File: config.mk
export PLATFORM = sky130hd
export DESIGN_NAME = hamming_secded_dec_pipe
export DESIGN_NICKNAME = d
export VERILOG_FILES = /design/src/rtl/hamming_secded_dec_pipe.sv
export SDC_FILE = /design/constraint.sdc
export NUM_CORES = 1
export LEC_CHECK = 0
export ABC_AREA = 1
export CAP_MARGIN = 20
export CORE_UTILIZATION = 42
export DETAILED_ROUTE_END_ITERATION = 8
export HOLD_SLACK_MARGIN = 0.06
export PLACE_DENSITY = 0.68
export SYNTH_ARGS = -nofsm -noshare
export SYNTH_HDL_FRONTEND = slang
export SYNTH_SLANG_ARGS = --single-unit
File: constraint.sdc
create_clock -name clk -period 1.8 [get_ports clk]
set_clock_uncertainty 0.15 [all_clocks]
set_input_delay 0.36 -clock clk [delete_from_list [all_inputs] [get_ports clk]]
set_output_delay 0.36 -clock clk [all_outputs]
set_load 0.02 [all_outputs]
File: src/rtl/hamming_secded_dec_pipe.sv
// Two-stage SECDED (extended Hamming) decoder with valid/ready handshaking,
// detect-only mode and saturating single/double error counters.
module hamming_secded_dec_pipe #(
    parameter int DATA_W = 4,
    parameter int CNT_W  = 16,
    localparam int R = (DATA_W <= 1)  ? 2 :
                       (DATA_W <= 4)  ? 3 :
                       (DATA_W <= 11) ? 4 :
                       (DATA_W <= 26) ? 5 : 6,
    localparam int CODE_W = DATA_W + R
) (
    input  logic              clk,
    input  logic              rst,
    input  logic              in_valid,
    output logic              in_ready,
    input  logic [CODE_W-1:0] in_code,
    input  logic              in_parity,
    input  logic              correct_en,
    output logic              out_valid,
    input  logic              out_ready,
    output logic [DATA_W-1:0] out_data,
    output logic [R-1:0]      out_syndrome,
    output logic              out_err_1bit,
    output logic              out_err_2bit,
    output logic              out_err_parity,
    output logic [CNT_W-1:0]  cnt_1bit,
    output logic [CNT_W-1:0]  cnt_2bit,
    input  logic              cnt_clear
);

    // Syndrome bit k covers every code position whose 1-based index has bit k set.
    function automatic logic [CODE_W-1:0] syn_mask(input int k);
        logic [CODE_W-1:0] m;
        m = '0;
        for (int p = 1; p <= CODE_W; p++)
            if (((p >> k) & 1) != 0) m = m | (CODE_W'(1) << (p - 1));
        return m;
    endfunction

    function automatic int data_pos(input int d);
        int res;
        int cnt;
        res = 0;
        cnt = 0;
        for (int p = 1; p <= CODE_W; p++) begin
            if ((p & (p - 1)) != 0) begin
                if (cnt == d) res = p;
                cnt = cnt + 1;
            end
        end
        return res;
    endfunction

    logic [R-1:0]      syn_in;
    logic              par_in;

    logic              s1_valid_q, s1_valid_d;
    logic [CODE_W-1:0] s1_code_q, s1_code_d;
    logic [R-1:0]      s1_syn_q, s1_syn_d;
    logic              s1_par_q, s1_par_d;
    logic              s1_cen_q, s1_cen_d;

    logic              out_valid_q, out_valid_d;
    logic [DATA_W-1:0] out_data_q, out_data_d;
    logic [R-1:0]      out_syn_q, out_syn_d;
    logic              err1_q, err1_d;
    logic              err2_q, err2_d;
    logic              errp_q, errp_d;
    logic [CNT_W-1:0]  cnt1_q, cnt1_d;
    logic [CNT_W-1:0]  cnt2_q, cnt2_d;

    logic              syn_nz, in_range, is_1bit, is_2bit, is_par;
    logic [CODE_W-1:0] corr_code;
    logic [DATA_W-1:0] data_x;
    logic              s2_load, xfer;

    for (genvar k = 0; k < R; k++) begin : g_syn
        assign syn_in[k] = ^(in_code & syn_mask(k));
    end
    assign par_in = ^{in_parity, in_code};

    assign syn_nz   = |s1_syn_q;
    assign in_range = (int'(s1_syn_q) <= CODE_W);
    assign is_1bit  = syn_nz & s1_par_q & in_range;
    assign is_2bit  = (syn_nz & ~s1_par_q) | ~in_range;
    assign is_par   = ~syn_nz & s1_par_q;

    // A single-bit error sits at code position S, i.e. bit S-1.
    assign corr_code = s1_code_q ^ (CODE_W'(is_1bit & s1_cen_q) << (s1_syn_q - R'(1)));

    for (genvar d = 0; d < DATA_W; d++) begin : g_extract
        assign data_x[d] = corr_code[data_pos(d) - 1];
    end

    assign s2_load  = ~out_valid_q | out_ready;
    assign in_ready = ~s1_valid_q | s2_load;
    assign xfer     = out_valid_q & out_ready;

    always_comb begin
        s1_valid_d  = s1_valid_q;
        s1_code_d   = s1_code_q;
        s1_syn_d    = s1_syn_q;
        s1_par_d    = s1_par_q;
        s1_cen_d    = s1_cen_q;
        out_valid_d = out_valid_q;
        out_data_d  = out_data_q;
        out_syn_d   = out_syn_q;
        err1_d      = err1_q;
        err2_d      = err2_q;
        errp_d      = errp_q;
        cnt1_d      = cnt1_q;
        cnt2_d      = cnt2_q;

        if (in_ready) begin
            s1_valid_d = in_valid;
            s1_code_d  = in_code;
            s1_syn_d   = syn_in;
            s1_par_d   = par_in;
            s1_cen_d   = correct_en;
        end

        if (s2_load) begin
            out_valid_d = s1_valid_q;
            out_data_d  = data_x;
            out_syn_d   = s1_syn_q;
            err1_d      = s1_valid_q & is_1bit;
            err2_d      = s1_valid_q & is_2bit;
            errp_d      = s1_valid_q & is_par;
        end

        // Clear has priority over a coincident increment.
        if (cnt_clear) begin
            cnt1_d = '0;
            cnt2_d = '0;
        end else begin
            if (xfer && err1_q && !(&cnt1_q)) cnt1_d = cnt1_q + CNT_W'(1);
            if (xfer && err2_q && !(&cnt2_q)) cnt2_d = cnt2_q + CNT_W'(1);
        end
    end

    always_ff @(posedge clk) begin
        if (rst) begin
            s1_valid_q  <= 1'b0;
            s1_code_q   <= '0;
            s1_syn_q    <= '0;
            s1_par_q    <= 1'b0;
            s1_cen_q    <= 1'b0;
            out_valid_q <= 1'b0;
            out_data_q  <= '0;
            out_syn_q   <= '0;
            err1_q      <= 1'b0;
            err2_q      <= 1'b0;
            errp_q      <= 1'b0;
            cnt1_q      <= '0;
            cnt2_q      <= '0;
        end else begin
            s1_valid_q  <= s1_valid_d;
            s1_code_q   <= s1_code_d;
            s1_syn_q    <= s1_syn_d;
            s1_par_q    <= s1_par_d;
            s1_cen_q    <= s1_cen_d;
            out_valid_q <= out_valid_d;
            out_data_q  <= out_data_d;
            out_syn_q   <= out_syn_d;
            err1_q      <= err1_d;
            err2_q      <= err2_d;
            errp_q      <= errp_d;
            cnt1_q      <= cnt1_d;
            cnt2_q      <= cnt2_d;
        end
    end

    assign out_valid      = out_valid_q;
    assign out_data       = out_data_q;
    assign out_syndrome   = out_syn_q;
    assign out_err_1bit   = err1_q;
    assign out_err_2bit   = err2_q;
    assign out_err_parity = errp_q;
    assign cnt_1bit       = cnt1_q;
    assign cnt_2bit       = cnt2_q;

endmodule

After elaboration in Yosys (flattened, before gate mapping)
Index checks and enable logic that the tools add are counted.
- reductions and logical operators: 14
- add/sub/neg operators: 3
- bitwise operators: 15
- shifts and indexed selects: 1
- operator list (cell ; count):
    $add A16 B1 Y16 const B ; 2
    $reduce_and A16 Y1 ; 2
    $reduce_xor A7 Y1 ; 3
    $and A1 B1 Y1 ; 8
    $reduce_xor A8 Y1 ; 1
    $shl A1 B3 Y7 ; 1
    $xor A7 B7 Y7 ; 1
    $logic_and A1 B1 Y1 ; 4
    $not A1 Y1 ; 4
    $reduce_or A3 Y1 ; 1
    $sub A3 B1 Y3 const B ; 1
    $logic_not A1 Y1 ; 2
    $or A1 B1 Y1 ; 2
    $reduce_or A2 Y1 ; 1
- register bits: 56
- output and inout bits: 44
- word-level logic and storage cells: 46
- input port bits: 14

Logic depth before layout (Yosys ltp)
- word-level depth: 5
- gate-level depth with buffers: 10

Least setup slack after synthesis
Ideal clock, no wire load.
- path type: register to register
- start point: register cnt2_q[0], in the netlist cnt_2bit[0]
- end point: register cnt2_q[1], in the netlist cnt_2bit[1]
- path slack: -0.037 ns
- path buffers: 1
- library setup time: 0.116 ns
- cell stages (with the launch flop): 10
- data arrival time: 1.571 ns
- data required time: 1.534 ns
- cells stage by stage: dfxtp_1 > ha_1 > inv_1 > nor2_4 > nand2_2 > o21ai_4 > inv_2 > buf_6 > nor2_1 > nor2_1
- cells in the longest elaborated chain, start to end: 3
- elaborated cells on any way between the ends: 4
- those cells by class: 1 x add/sub; 3 x reduce/logical
- ends and longest elaborated chain (element ; line ; RTL):
    start: declaration ; 70 ; logic [CNT_W-1:0] cnt2_q, cnt2_d;
    start signal: assignment ; 169 ; cnt2_q <= cnt2_d;
    branches (longest 3 deep; another with $add A16 B1 Y16) ; n/a ;
Parallel ways; which one is timed is not known.
A chain may end at the register's enable or synchronous reset.

Final worst setup path
- start point: register out_syn_q[0], in the netlist out_syndrome[0]
- end point: output out_syndrome[0]
- RTL lines (element ; line ; RTL):
    start: declaration ; 65 ; logic [R-1:0] out_syn_q, out_syn_d;
    start signal: assignment ; 164 ; out_syn_q <= out_syn_d;
    end: declaration ; 22 ; output logic [R-1:0] out_syndrome,
No word-level cell between the ends.

==> results.py <==
metrics = {
    "placement": {
        "routabilityCongestion": 0.850,
        "io_buffer_count": 57,
        "dpl_worst_slack_ns": -0.441,
        "dp_hpwl_microns": 5430,
        "placedCellCount": 633,
    },
    "floorplanning": {
        "die_area_sq_mm": 0.00750,
        "ioPinCount": 58,
        "fp.dieH_microns": 86.6,
        "die_w_microns": 86.6,
        "start_util": 0.438,
        "rows": 30,
        "core_sq_mm": 0.00687,
    },
    "sta": {
        "hold_violations": 0,
        "holdWs_ns": 0.336,
        "period_share": 0.974,
        "fin_crit_ns": 1.75,
        "worst_slew_pin_slew_ns": 0.356,
        "final-setup-viol-count": 0,
        "max_freq_mhz": 570,
        "rsz0062_at_grt": "no",
        "relSlewSlack": 0.762,
        "setup_ws_ns": 0.0471,
        "drv_slew": 0,
    },
    "layout": {
        "multi_input_area_sq_mm": 0.00168,
        "syn_to_final_growth_pct": 31.7,
        "fill_cells": 698,
        "antennaDiodeCount": 0,
        "fin_cells": 641,
        "drive_gt1_frac": 0.0972,
        "layout.area.seq_sq_mm": 0.00107,
        "final_util": 0.576,
        "nNetsFinal": 562,
    },
    "setup_path": {
        "cpPeakStageDelay_ns": 0.60,
        "crit_required_ns": 1.29,
        "crit_path_cell_trace": "clkdlybuf4s50_1",
        "cpLargestDelayFamily": "buffers and inverters",
        "cp_num_buf_inv": 1,
        "crit_path_max_fanout": 2,
        "critPathKind": "register to primary output",
        "cp_slowest_cell": "clkdlybuf4s50_1",
        "cp-start-kind": "register",
        "endpoint_kind": "primary output",
        "worstPathArrival_ns": 1.24,
    },
    "run": {
        "maxCapViolCount": 0,
    },
    "global_routing": {
        "overflow": 0,
        "grt_use_total": 0.203,
        "grt_pass1_wl_microns": 12300,
        "grt_max_degree": 26,
        "antenna_found_initial": 0,
        "grt_pass1_vias": 2787,
    },
    "logic_synthesis": {
        "ys_top_cells_by_area": "dfxtp_1, nand2_1, inv_1, nor2_1, a21oi_1",
        "synth_edf_count": 0,
        "synth_area_leader_cell": "dfxtp_1",
        "synthAdderAreaFrac": 0.0167,
        "synth-xor-area-share": 0.0758,
        "synth_fp_nets": 483,
        "yosysMostFrequentCell": "nand2_1",
        "synth_area_per_cell_sq_um": 6.46,
        "synthDistinctLibCells": 27,
        "netlist_area_sq_mm": 0.00301,
        "synth_mux_area_frac": 0,
        "synth.top_cell.area_share": 0.353,
        "async_reset_ff_frac": 0,
        "synth-simple-area-share": 0.338,
        "synthTopCellsByCount": "nand2_1, inv_1, nor2_1, dfxtp_1, a21oi_1",
        "ys_seq_elements": 53,
        "synth_compound_area_frac": 0.124,
        "synth_warnings": 0,
        "synth_top_family_by_area": "simple AND/OR/NAND/NOR gates",
        "synth-main-ff-cell": "dfxtp_1",
        "synthCells": 465,
        "seq_area_frac_synth": 0.353,
    },
    "pwr": {
        "vdd_drop_max_mv": 0.398,
        "power.share.clock": 0.348,
        "combPwrFrac": 0.133,
        "finalPower_mw": 2.36,
        "seq_power_share": 0.519,
        "p_leak_nw": 1.84,
        "power.share.switching": 0.255,
        "switchingPower_mw": 0.601,
        "internal_power_mw": 1.76,
        "p_per_area_mw_per_mm2": 596,
    },
    "clock_network": {
        "clk_pin_slew_ns": 0.10,
        "cts_root_buf": "clkbuf_8",
        "htreeDepth": 2,
        "clock_sinks": 53,
        "postCtsSetupRepairBufs": 0,
        "clk_path_buf_depth": 2,
        "cts_tree": "yes",
        "clock_latency_ns": 0.31,
        "cts_hold_buffers": 0,
        "cts_buffers": 5,
    },
    "detailed_routing": {
        "drtIter0Drc": 115,
        "firstDrtPassIters": 4,
        "wl_microns": 7240,
        "drc": 0,
        "final_antenna_net_count": 0,
        "via_count": 3096,
        "via_per_inst": 4.83,
        "wire_per_inst_microns": 11.3,
    },
    "worst_hold_path": {
        "hp-class": "register to register",
    },
    "outcome": {
        "status": "completed",
    },
}
## power groups by stage
stage / clock network, mW / logic (mW) / registers [mW]
6_report: 0.820 / 0.314 / 1.23
5_1_grt: 0.881 / 0.354 / 1.23
4_1_cts: 0.849 / 0.317 / 1.23
3_5_place_dp: 0 / 0.318 / 1.25
3_3_place_gp: 0 / 0.313 / 1.25
2_1_floorplan: 0 / 0.175 / 1.27
## layout by cell type (no fill, tap or decap), types with 2 or more instances in the layout
cell	synthesis	routed
nand2_1	139	139
inv_1	55	54
nor2_1	54	52
dfxtp_1	53	48
a21oi_1	40	40
dlygate4sd2_1	0	33
nand3_1	30	30
buf_4	1	26
o21ai_0	24	24
xnor2_1	15	15
clkdlybuf4s50_1	0	13
xor2_1	11	11
nand4_1	10	10
dlymetal6s2s_1	0	10
clkbuf_8	0	5
dfxtp_2	0	5
nor2_4	3	3
nor3_1	4	3
nor2_2	0	2
inv_2	1	2
and3_1	2	2
ha_2	0	2
ha_1	4	2
## state kept, by name (all words and copies together), names as in the netlist
| signal | count |
|---|---|
| s1_syn_q | 3 |
| s1_code_q | 4 |
| s1_cen_q | 1 |
| out_data | 4 |
| out_syndrome | 3 |
| out_err_parity | 1 |
| out_err_1bit | 1 |
| s1_par_q | 1 |
| out_valid | 1 |
| cnt_2bit | 16 |
| s1_valid_q | 1 |
| out_err_2bit | 1 |
| cnt_1bit | 16 |
## path summary, 6_finish.rpt
| path | endpoint | slack [ns] | cells after the start | startpoint |
|---|---|---|---|---|
| min reg2reg | s1_code_q[5] | 0.34 | 2 | s1_code_q[5] |
| min | s1_code_q[5] | 0.34 | 2 | s1_code_q[5] |
| max reg2reg | cnt_2bit[10] | 0.13 | 8 | cnt_2bit[0] |
| max | out_syndrome[0] | 0.05 | 1 | out_syndrome[0] |
## through the flow
stage / setup TNS [ns] / instance area (sq um)
2_1_floorplan: 0 / 3010
3_3_place_gp: -0.701 / 3850
3_5_place_dp: -1.43 / 3850
4_1_cts: -0.0397 / 3920
5_1_grt: 0 / 3960
6_report: 0 / 3960
## cells by family (layout without fill, tap and decap cells)
| logic type | count (synthesis) | after routing |
|---|---|---|
| xor+xnor | 26 | 26 |
| buf+inv | 68 | 148 |
| flops | 53 | 53 |
| compound gates | 70 | 70 |
| simple gates | 244 | 244 |
| fa+ha+maj | 4 | 4 |
## worst register-to-register path: cells and delay by family, from the launching register on
family	cells	cell delay (ns)
AND/OR/NAND/NOR	3	0.26
AO/OA/AOI/OAI	2	0.34
adder cells (fa/ha/maj)	1	0.21
flip-flops	1	0.38
buffers and inverters	2	0.23
## final cells by class
type | instances | share of cell area
Clock buffer | 5 | 0.0174
Clock inverter | 3 | 0.0117
Inverter | 56 | 0.0531
Multi-Input combinational cell | 344 | 0.425
Sequential cell | 53 | 0.270
Tap cell | 96 | 0.0303
Timing Repair Buffer | 84 | 0.193
## per-layer routing
layer  global-route usage  wire length [microns]  vias up
li1                     -                      -     1627
met2                0.359                   3510       69
met5                    0                      0        -
met3               0.0352                    285        6
met1                0.253                   3360     1394
met4               0.0576                     89        0
## what timing repair did
action,CTS,global route
endpoints found under the setup margin,34,28
resized for setup,37,19
pin swaps,1,1
(Power assumes the default switching activity.)
